<file path="config.mk">
export PLATFORM = sky130hd
export DESIGN_NAME = eig_result_monitor
export DESIGN_NICKNAME = d
export VERILOG_FILES = /design/src/rtl/eig_result_monitor.sv
export SDC_FILE = /design/constraint.sdc
export NUM_CORES = 1
export LEC_CHECK = 0
export CAP_MARGIN = 0
export CORE_AREA = 2 2 83 105
export CTS_CLUSTER_DIAMETER = 200
export DETAILED_ROUTE_END_ITERATION = 6
export DIE_AREA = 0 0 85 107
export DONT_BUFFER_PORTS = 1
export PLACE_DENSITY = 0.85
export SLEW_MARGIN = 20
export SYNTH_ARGS = -nofsm -noshare
export SYNTH_HDL_FRONTEND = slang
export SYNTH_SLANG_ARGS = --single-unit
</file>
<file path="constraint.sdc">
create_clock -name clk -period 7.95 [get_ports clk]
set_input_delay 1.1925 -clock clk [delete_from_list [all_inputs] [get_ports clk]]
set_output_delay 1.1925 -clock clk [all_outputs]
set_load 0.1 [all_outputs]
</file>
<file path="src/rtl/eig_result_monitor.sv">
// Result monitor for the eigen-analysis core: registers each result, grades it,
// counts consecutive bad samples into a sticky alarm and flags stale output.
module eig_result_monitor #(
   parameter int W = 32,
   parameter int STRIKES = 4,
   parameter int TIMEOUT = 1024,
   parameter logic signed [W-1:0] KAPPA_MAX = 32'sh0010_0000,
   parameter int CNT_W = 16,
   localparam int SW = $clog2(STRIKES + 1)
) (
   input  logic                clk,
   input  logic                rst,
   input  logic                res_valid,
   input  logic signed [W-1:0] kappa,
   input  logic signed [W-1:0] inv_kappa,
   input  logic [2:0]          regime,
   input  logic                alarm_clr,
   output logic                out_valid,
   output logic [W-1:0]        kappa_q,
   output logic [W-1:0]        inv_kappa_q,
   output logic [2:0]          regime_q,
   output logic [SW-1:0]       strike_cnt,
   output logic                alarm,
   output logic                stale,
   output logic                regime_err
);

   typedef enum logic [1:0] {
      IDLE    = 2'd0,
      MONITOR = 2'd1,
      ALARM   = 2'd2
   } state_t;

   localparam logic [SW-1:0]    SMAX = SW'(STRIKES);
   localparam logic [CNT_W-1:0] TMAX = CNT_W'(TIMEOUT);

   state_t           state, state_d;
   logic [SW-1:0]    strike_d;
   logic [CNT_W-1:0] cnt, cnt_d;
   logic             stale_d;
   logic             rerr_d;
   logic             ov_d;
   logic             load;

   logic             one_hot;
   logic             bad;
   logic [W:0]       kx;
   logic [W:0]       abs_k;

   // Magnitude in W+1 bits so the most-negative kappa stays positive
   assign kx      = {kappa[W-1], kappa};
   assign abs_k   = kx[W] ? (~kx + 1'b1) : kx;
   assign one_hot = (regime == 3'b001) || (regime == 3'b010) ||
                    (regime == 3'b100);
   assign bad     = (regime == 3'b100) || !one_hot ||
                    (abs_k > {1'b0, KAPPA_MAX});

   assign alarm = (state == ALARM);

   always_comb begin
      state_d  = state;
      strike_d = strike_cnt;
      cnt_d    = cnt;
      stale_d  = stale;
      rerr_d   = regime_err;
      ov_d     = 1'b0;
      load     = 1'b0;
      if (alarm_clr) begin
         state_d  = IDLE;
         strike_d = '0;
         cnt_d    = '0;
         stale_d  = 1'b0;
         rerr_d   = 1'b0;
      end else begin
         if (res_valid) begin
            load = 1'b1;
            ov_d = 1'b1;
            if (bad)
               strike_d = (strike_cnt == SMAX) ? SMAX : strike_cnt + 1'b1;
            else if (state != ALARM)
               strike_d = '0;
            if (!one_hot)
               rerr_d = 1'b1;
         end
         case (state)
            IDLE: begin
               cnt_d   = '0;
               stale_d = 1'b0;
               if (res_valid)
                  state_d = (strike_d == SMAX) ? ALARM : MONITOR;
            end
            MONITOR: begin
               if (res_valid && strike_d == SMAX)
                  state_d = ALARM;
            end
            ALARM: state_d = ALARM;
            default: state_d = IDLE;
         endcase
         if (state != IDLE) begin
            if (res_valid)
               cnt_d = '0;
            else if (cnt != TMAX)
               cnt_d = cnt + 1'b1;
            stale_d = (cnt_d == TMAX);
         end
      end
   end

   always_ff @(posedge clk) begin
      if (rst) begin
         state       <= IDLE;
         strike_cnt  <= '0;
         cnt         <= '0;
         stale       <= 1'b0;
         regime_err  <= 1'b0;
         out_valid   <= 1'b0;
         kappa_q     <= '0;
         inv_kappa_q <= '0;
         regime_q    <= '0;
      end else begin
         state      <= state_d;
         strike_cnt <= strike_d;
         cnt        <= cnt_d;
         stale      <= stale_d;
         regime_err <= rerr_d;
         out_valid  <= ov_d;
         if (load) begin
            kappa_q     <= kappa;
            inv_kappa_q <= inv_kappa;
            regime_q    <= regime;
         end
      end
   end

endmodule

</file>
==> impl_metrics.env, run 1 <==
export IMPL_tightest_slew_ps=1146
export IMPL_grt_max_degree=71
export IMPL_port_buffers=0
export IMPL_dpl_instance_area_mm2=0.004777
export IMPL_track_usage=0.2505
export IMPL_synth_most_common_cell="nand2_1"
export IMPL_overflow=0
export IMPL_postCtsSetupBuffers=0
export IMPL_worst_clock_skew_ps=9.543
export IMPL_grt_pass1_vias=4136
export IMPL_setup_viol=0
export IMPL_vias_per_cell=6.173
export IMPL_ctsResizeCount=0
export IMPL_clkLatencyLatePin_ps=360
export IMPL_crit_fanout=6
export IMPL_power_leakage_nw=1.741
export IMPL_dr_pass1_iters=5
export IMPL_cts_buffer_depth=2
export IMPL_synth_largest_area_cell="dfxtp_1"
export IMPL_outcome="finished clean"
export IMPL_synth_edf_count=0
export IMPL_cpMaxStageDelayCell="nor3b_1"
export IMPL_ys_ff_latch=91
export IMPL_cp_end_kind="flip-flop"
export IMPL_drv_cap=0
export IMPL_period_minus_slack_ps=4101
export IMPL_fmax_mhz=243.8
export IMPL_yosysTopAreaCellShare=0.3811
export IMPL_ys_flop_type="dfxtp_1"
export IMPL_wl_per_cell_um=16.62
export IMPL_initial_core_util=0.5901
export IMPL_die_w_um=85
export IMPL_period_share=0.5158
export IMPL_cts_sinks=91
export IMPL_synth_area_top_cells="dfxtp_1 38%, nand2_1 12%, a21oi_1 9.1%"
export IMPL_stdcell_area_mm2=0.005000
export IMPL_num_rows=37
export IMPL_synth_avg_cell_area_um2=7.625
export IMPL_cts_buffers=9
export IMPL_io_pins=145
export IMPL_syn_num_nets=707
export IMPL_grt_pass1_wl_um=18840
export IMPL_synth_common_cells="157 x nand2_1, 91 x dfxtp_1, 87 x a21oi_1"
export IMPL_hold_class="flip-flop to flip-flop"
export IMPL_clkTransAtPathRegs_ps=90
export IMPL_wl_um=11750
export IMPL_antenna_left=0
export IMPL_core_area_mm2=0.008102
export IMPL_tns_ps=0
export IMPL_relSlewSlack=0.2363
export IMPL_die_area_mm2=0.009095
export IMPL_synth_cells=627
export IMPL_crit_arrival_ps=4390
export IMPL_yosysWarnings=0
export IMPL_antenna_found_initial=0
export IMPL_peakVddDrop_mv=0.1567
export IMPL_worstSetupPathType="input port to flip-flop"
export IMPL_finalHoldViolations=0
export IMPL_postCtsHoldBufs=0
export IMPL_post_dp_hpwl_um=8466
export IMPL_via_count=4364
export IMPL_gp_congestion=0.9507
export IMPL_drv_slew=0
export IMPL_start_kind="input port"
export IMPL_cp_cell_sequence="inv_1 > ha_1 > nor3b_1 > nand3_1 > o311ai_0 > nand4_1 > and4b_1 > a31oi_4 > or2_4 > a31o_1 > and3_1 > or3_1 > a21oi_1"
export IMPL_cp_num_buf_inv=1
export IMPL_rsz0062_at_grt="no"
export IMPL_die_h_um=107
export IMPL_cts_tree="built"
export IMPL_htreeDepth=3
export IMPL_fillCellCount=712
export IMPL_seq_area_frac_synth=0.3811
export IMPL_netlist_area_mm2=0.004781
export IMPL_hold_depth=2
export IMPL_synth_cell_types=73
export IMPL_max_stage_delay_ps=570
export IMPL_drc=0
export IMPL_cp_depth=13
export IMPL_worst_r2r_path_depth=9
export IMPL_drt_iter0_drc=245
export IMPL_layout_nets=685
export IMPL_holdWs_ps=557.4
export IMPL_clockRootBuffer="clkbuf_8"
export IMPL_worstPathRequired_ps=8240
export IMPL_area_delta_synth_final_pct=4.580
export IMPL_critPathTopFamily="simple AND/OR/NAND/NOR gates"
export IMPL_num_antenna_cells=0
export IMPL_p_per_area_mw_per_mm2=206.2
export IMPL_drive_gt1_frac=0.07213
export IMPL_synthArstFlopShare=0
-- worst paths after layout --
kind	from	to	slack, ps
worst min-delay path	cnt[15]	cnt[15]	560
worst max register to register	state[0]	state[0]	5190
worst min register to register	cnt[15]	cnt[15]	560
worst max-delay path	kappa[0]	state[0]	3850
-- through the flow --
step / utilization / total power [W] / instances / worst slack, ps
floorplan: - / 0.0006866 / 627 / 3765
global placement: 0.5897 / 0.0006896 / 691 / 3688
detailed placement: 0.5897 / 0.0006930 / 691 / 3531
CTS: 0.6171 / 0.001041 / 707 / 3909
global route: 0.6171 / 0.001068 / 707 / 3647
finish: 0.6171 / 0.001031 / 707 / 3849
-- metal layers --
metal	wire (um)	GRT usage	vias up
met5	0	0	-
met4	308	0.1088	0
met3	1012	0.08468	33
met2	5838	0.4336	196
met1	4589	0.2762	1998
li1	-	-	2137
-- placed cells by master (no fill, tap or decap), types with 8 or more instances in the layout --
master	count
ha_1	9
xor2_1	12
nand2_1	157
a21oi_1	87
dfxtp_1	91
inv_1	18
clkbuf_8	9
nor3_1	14
xnor2_1	9
nor2b_1	9
nor4_1	8
nand3_1	17
nor2_1	39
-- flip-flops by register name (all words and copies together), names as in the netlist --
register / flops
out_valid: 1
state: 2
kappa_q: 32
regime_q: 3
strike_cnt: 3
cnt: 16
regime_err: 1
inv_kappa_q: 32
stale: 1
-- tightest hold or removal path, stage by stage, from the launching register on --
cell and delay, ps:
dfxtp_1 360, xor2_1 90, nor2_1 80
-- final cells by class --
cell class / count / area, um^2 / area share
multi-input cells: 483 / 2751 / 0.5503
flip-flops and latches: 91 / 1822 / 0.3644
clock buffers: 9 / 123.9 / 0.02477
well taps: 97 / 121.4 / 0.02427
clock inverters: 7 / 98.84 / 0.01977
inverters: 18 / 67.56 / 0.01351
repair buffers: 2 / 15.01 / 0.003003
-- where the power goes --
part,switching (W),total [W],internal [W]
Combinational,0.0000471,0.0000811,0.0000340
Clock,0.000170,0.000349,0.000179
Sequential,0.000129,0.000601,0.000472
Total,0.000346,0.00103,0.000685
-- cell families (layout without fill, tap and decap cells) --
family / count (synthesis) / in the layout / synth area share
AND/OR/NAND/NOR: 305 / 305 / 0.3120
flip-flops: 91 / 91 / 0.3811
XOR/XNOR: 21 / 21 / 0.03847
buffers and inverters: 53 / 36 / 0.04553
AO/OA/AOI/OAI: 144 / 144 / 0.1911
adder cells (fa/ha/maj): 9 / 9 / 0.02355
multiplexers: 4 / 4 / 0.008375
(Power assumes the default switching activity.)
==> run 2: changes to the inputs <==
==> constraint.sdc (replaced) <==
create_clock -name clk -period 3.9 [get_ports clk]
set_input_delay 0.585 -clock clk [delete_from_list [all_inputs] [get_ports clk]]
set_output_delay 0.585 -clock clk [all_outputs]
set_load 0.1 [all_outputs]
==> run 2 against run 1 <==
Against the previous run:
- worst hold slack got worse by 270 ps
- cell count rose by 0.71%
- sequential cell count did not move
- routed wire length rose by 2.9%
- sequential power rose by 100%
- register-to-register slack got worse by 4000 ps
- clock skew fell by 1.1 ps
- critical path type unchanged
==> impl_metrics.env, run 2 (synthesis results as in run 1) <==
export IMPL_initial_core_util=0.5901
export IMPL_track_usage=0.2672
export IMPL_dr_pass1_iters=4
export IMPL_gp_congestion=0.9332
export IMPL_htreeDepth=3
export IMPL_worstSetupPathType="input port to flip-flop"
export IMPL_die_h_um=107
export IMPL_drt_iter0_drc=274
export IMPL_cp_end_kind="flip-flop"
export IMPL_wl_um=12090
export IMPL_power_leakage_nw=1.757
export IMPL_drv_slew=0
export IMPL_rsz0062_at_grt="no"
export IMPL_r2r_start="state[0]"
export IMPL_postCtsSetupBuffers=0
export IMPL_drv_cap=0
export IMPL_layout_nets=691
export IMPL_worst_r2r_path_depth=9
export IMPL_grt_max_degree=71
export IMPL_fmax_mhz=290.4
export IMPL_worst_clock_skew_ps=8.459
export IMPL_p_clk_frac=0.316
export IMPL_period_share=0.8831
export IMPL_internal_power_w=0.001346
export IMPL_hold_class="input port to flip-flop"
export IMPL_outcome="finished clean"
export IMPL_tns_ps=0
export IMPL_crit_start="kappa[9]"
export IMPL_die_area_mm2=0.009095
export IMPL_switching_share=0.3391
export IMPL_cts_sinks=91
export IMPL_ctsResizeCount=0
export IMPL_p_comb_frac=0.085
export IMPL_num_antenna_cells=0
export IMPL_via_count=4416
export IMPL_crit_fanout=11
export IMPL_post_dp_hpwl_um=8907
export IMPL_rr_endpoint="state[0]"
export IMPL_power_w=0.002037
export IMPL_io_pins=145
export IMPL_worstPathRequired_ps=4190
export IMPL_grt_pass1_wl_um=20000
export IMPL_drc=0
export IMPL_setup_viol=0
export IMPL_antenna_left=0
export IMPL_p_per_area_mw_per_mm2=405.7
export IMPL_final_cell_mix="157 x nand2_1, 91 x dfxtp_1, 87 x a21oi_1"
export IMPL_cts_buffers=9
export IMPL_crit_arrival_ps=3730
export IMPL_die_w_um=85
export IMPL_grt_pass1_vias=4280
export IMPL_start_kind="input port"
export IMPL_core_area_mm2=0.008102
export IMPL_num_rows=37
export IMPL_reg_top3="inv_kappa_q x32, kappa_q x32, cnt x16"
export IMPL_period_minus_slack_ps=3444
export IMPL_endpoint="state[0]"
export IMPL_area_delta_synth_final_pct=5.051
export IMPL_clkTransAtPathRegs_ps=90
export IMPL_overflow=0
export IMPL_rrSetupSlack_ps=1180
export IMPL_clkLatencyLatePin_ps=360
export IMPL_relSlewSlack=0.2234
export IMPL_peakVddDrop_mv=0.2432
export IMPL_cts_tree="built"
export IMPL_tightest_slew_ps=1165
export IMPL_vias_per_cell=6.202
export IMPL_port_buffers=0
export IMPL_drive_gt1_frac=0.07967
export IMPL_wl_per_cell_um=16.98
export IMPL_postCtsHoldBufs=0
export IMPL_final_common_cell="nand2_1"
export IMPL_clockRootBuffer="clkbuf_8"
export IMPL_seqPwrFrac=0.599
export IMPL_finalHoldViolations=0
export IMPL_cts_buffer_depth=2
export IMPL_antenna_found_initial=0
export IMPL_switchingPower_w=0.0006908
export IMPL_hold_depth=1
[run 2: final cells by class]
class | instances | area, um^2
clock buffer | 10 | 137.6
clock inverter | 5 | 62.56
fill | 744 | 3079
inverter | 18 | 67.56
multi-input combinational | 483 | 2751
sequential | 91 | 1822
tap | 97 | 121.4
timing repair buffer | 8 | 60.06
[run 2: power by group through the flow]
stage | Clock (W) | Sequential [W] | Combinational, W
2_1_floorplan | 0 | 0.00124 | 0.000160
3_3_place_gp | 0 | 0.00124 | 0.000167
3_5_place_dp | 0 | 0.00124 | 0.000173
4_1_cts | 0.000663 | 0.00122 | 0.000173
5_1_grt | 0.000701 | 0.00122 | 0.000196
6_report | 0.000644 | 0.00122 | 0.000173
[run 2: how the worst min path moves through the flow]
stage	from	endpoint	slack (ps)
after floorplan	cnt[15]	cnt[15]	500
after global placement	strike_cnt[1]	strike_cnt[1]	490
after detailed placement	strike_cnt[1]	strike_cnt[1]	510
after CTS	rst	kappa_q[15]	270
after global routing	rst	inv_kappa_q[27]	270
final	rst	inv_kappa_q[27]	280
[run 2: critical path: stages]
cell and delay [ps]:
nor4_2 460, nand4_2 250, or4_1 580, o31a_1 300, o32ai_4 250, nand4_2 150, or2_4 280, a31o_1 250
and3_1 170, or3_1 300, a21oi_1 150
[run 2: metal layers]
layer	track usage	wire [um]
met5	0	0
met4	0.1190	369
met3	0.08083	1028
met2	0.4660	6155
met1	0.2964	4539
[run 2: stage by stage]
stage,cell area (um^2),cells,utilization,worst slack (ps),hold WS (ps)
3_3_place_gp,4822,697,0.5952,233.3,494.6
3_5_place_dp,4822,697,0.5952,124.2,511.0
6_report,5022,712,0.6199,455.9,283.3
4_1_cts,5022,712,0.6199,490.8,273.1
5_1_grt,5022,712,0.6199,245.8,267.9
2_1_floorplan,4781,627,-,322.0,495.8
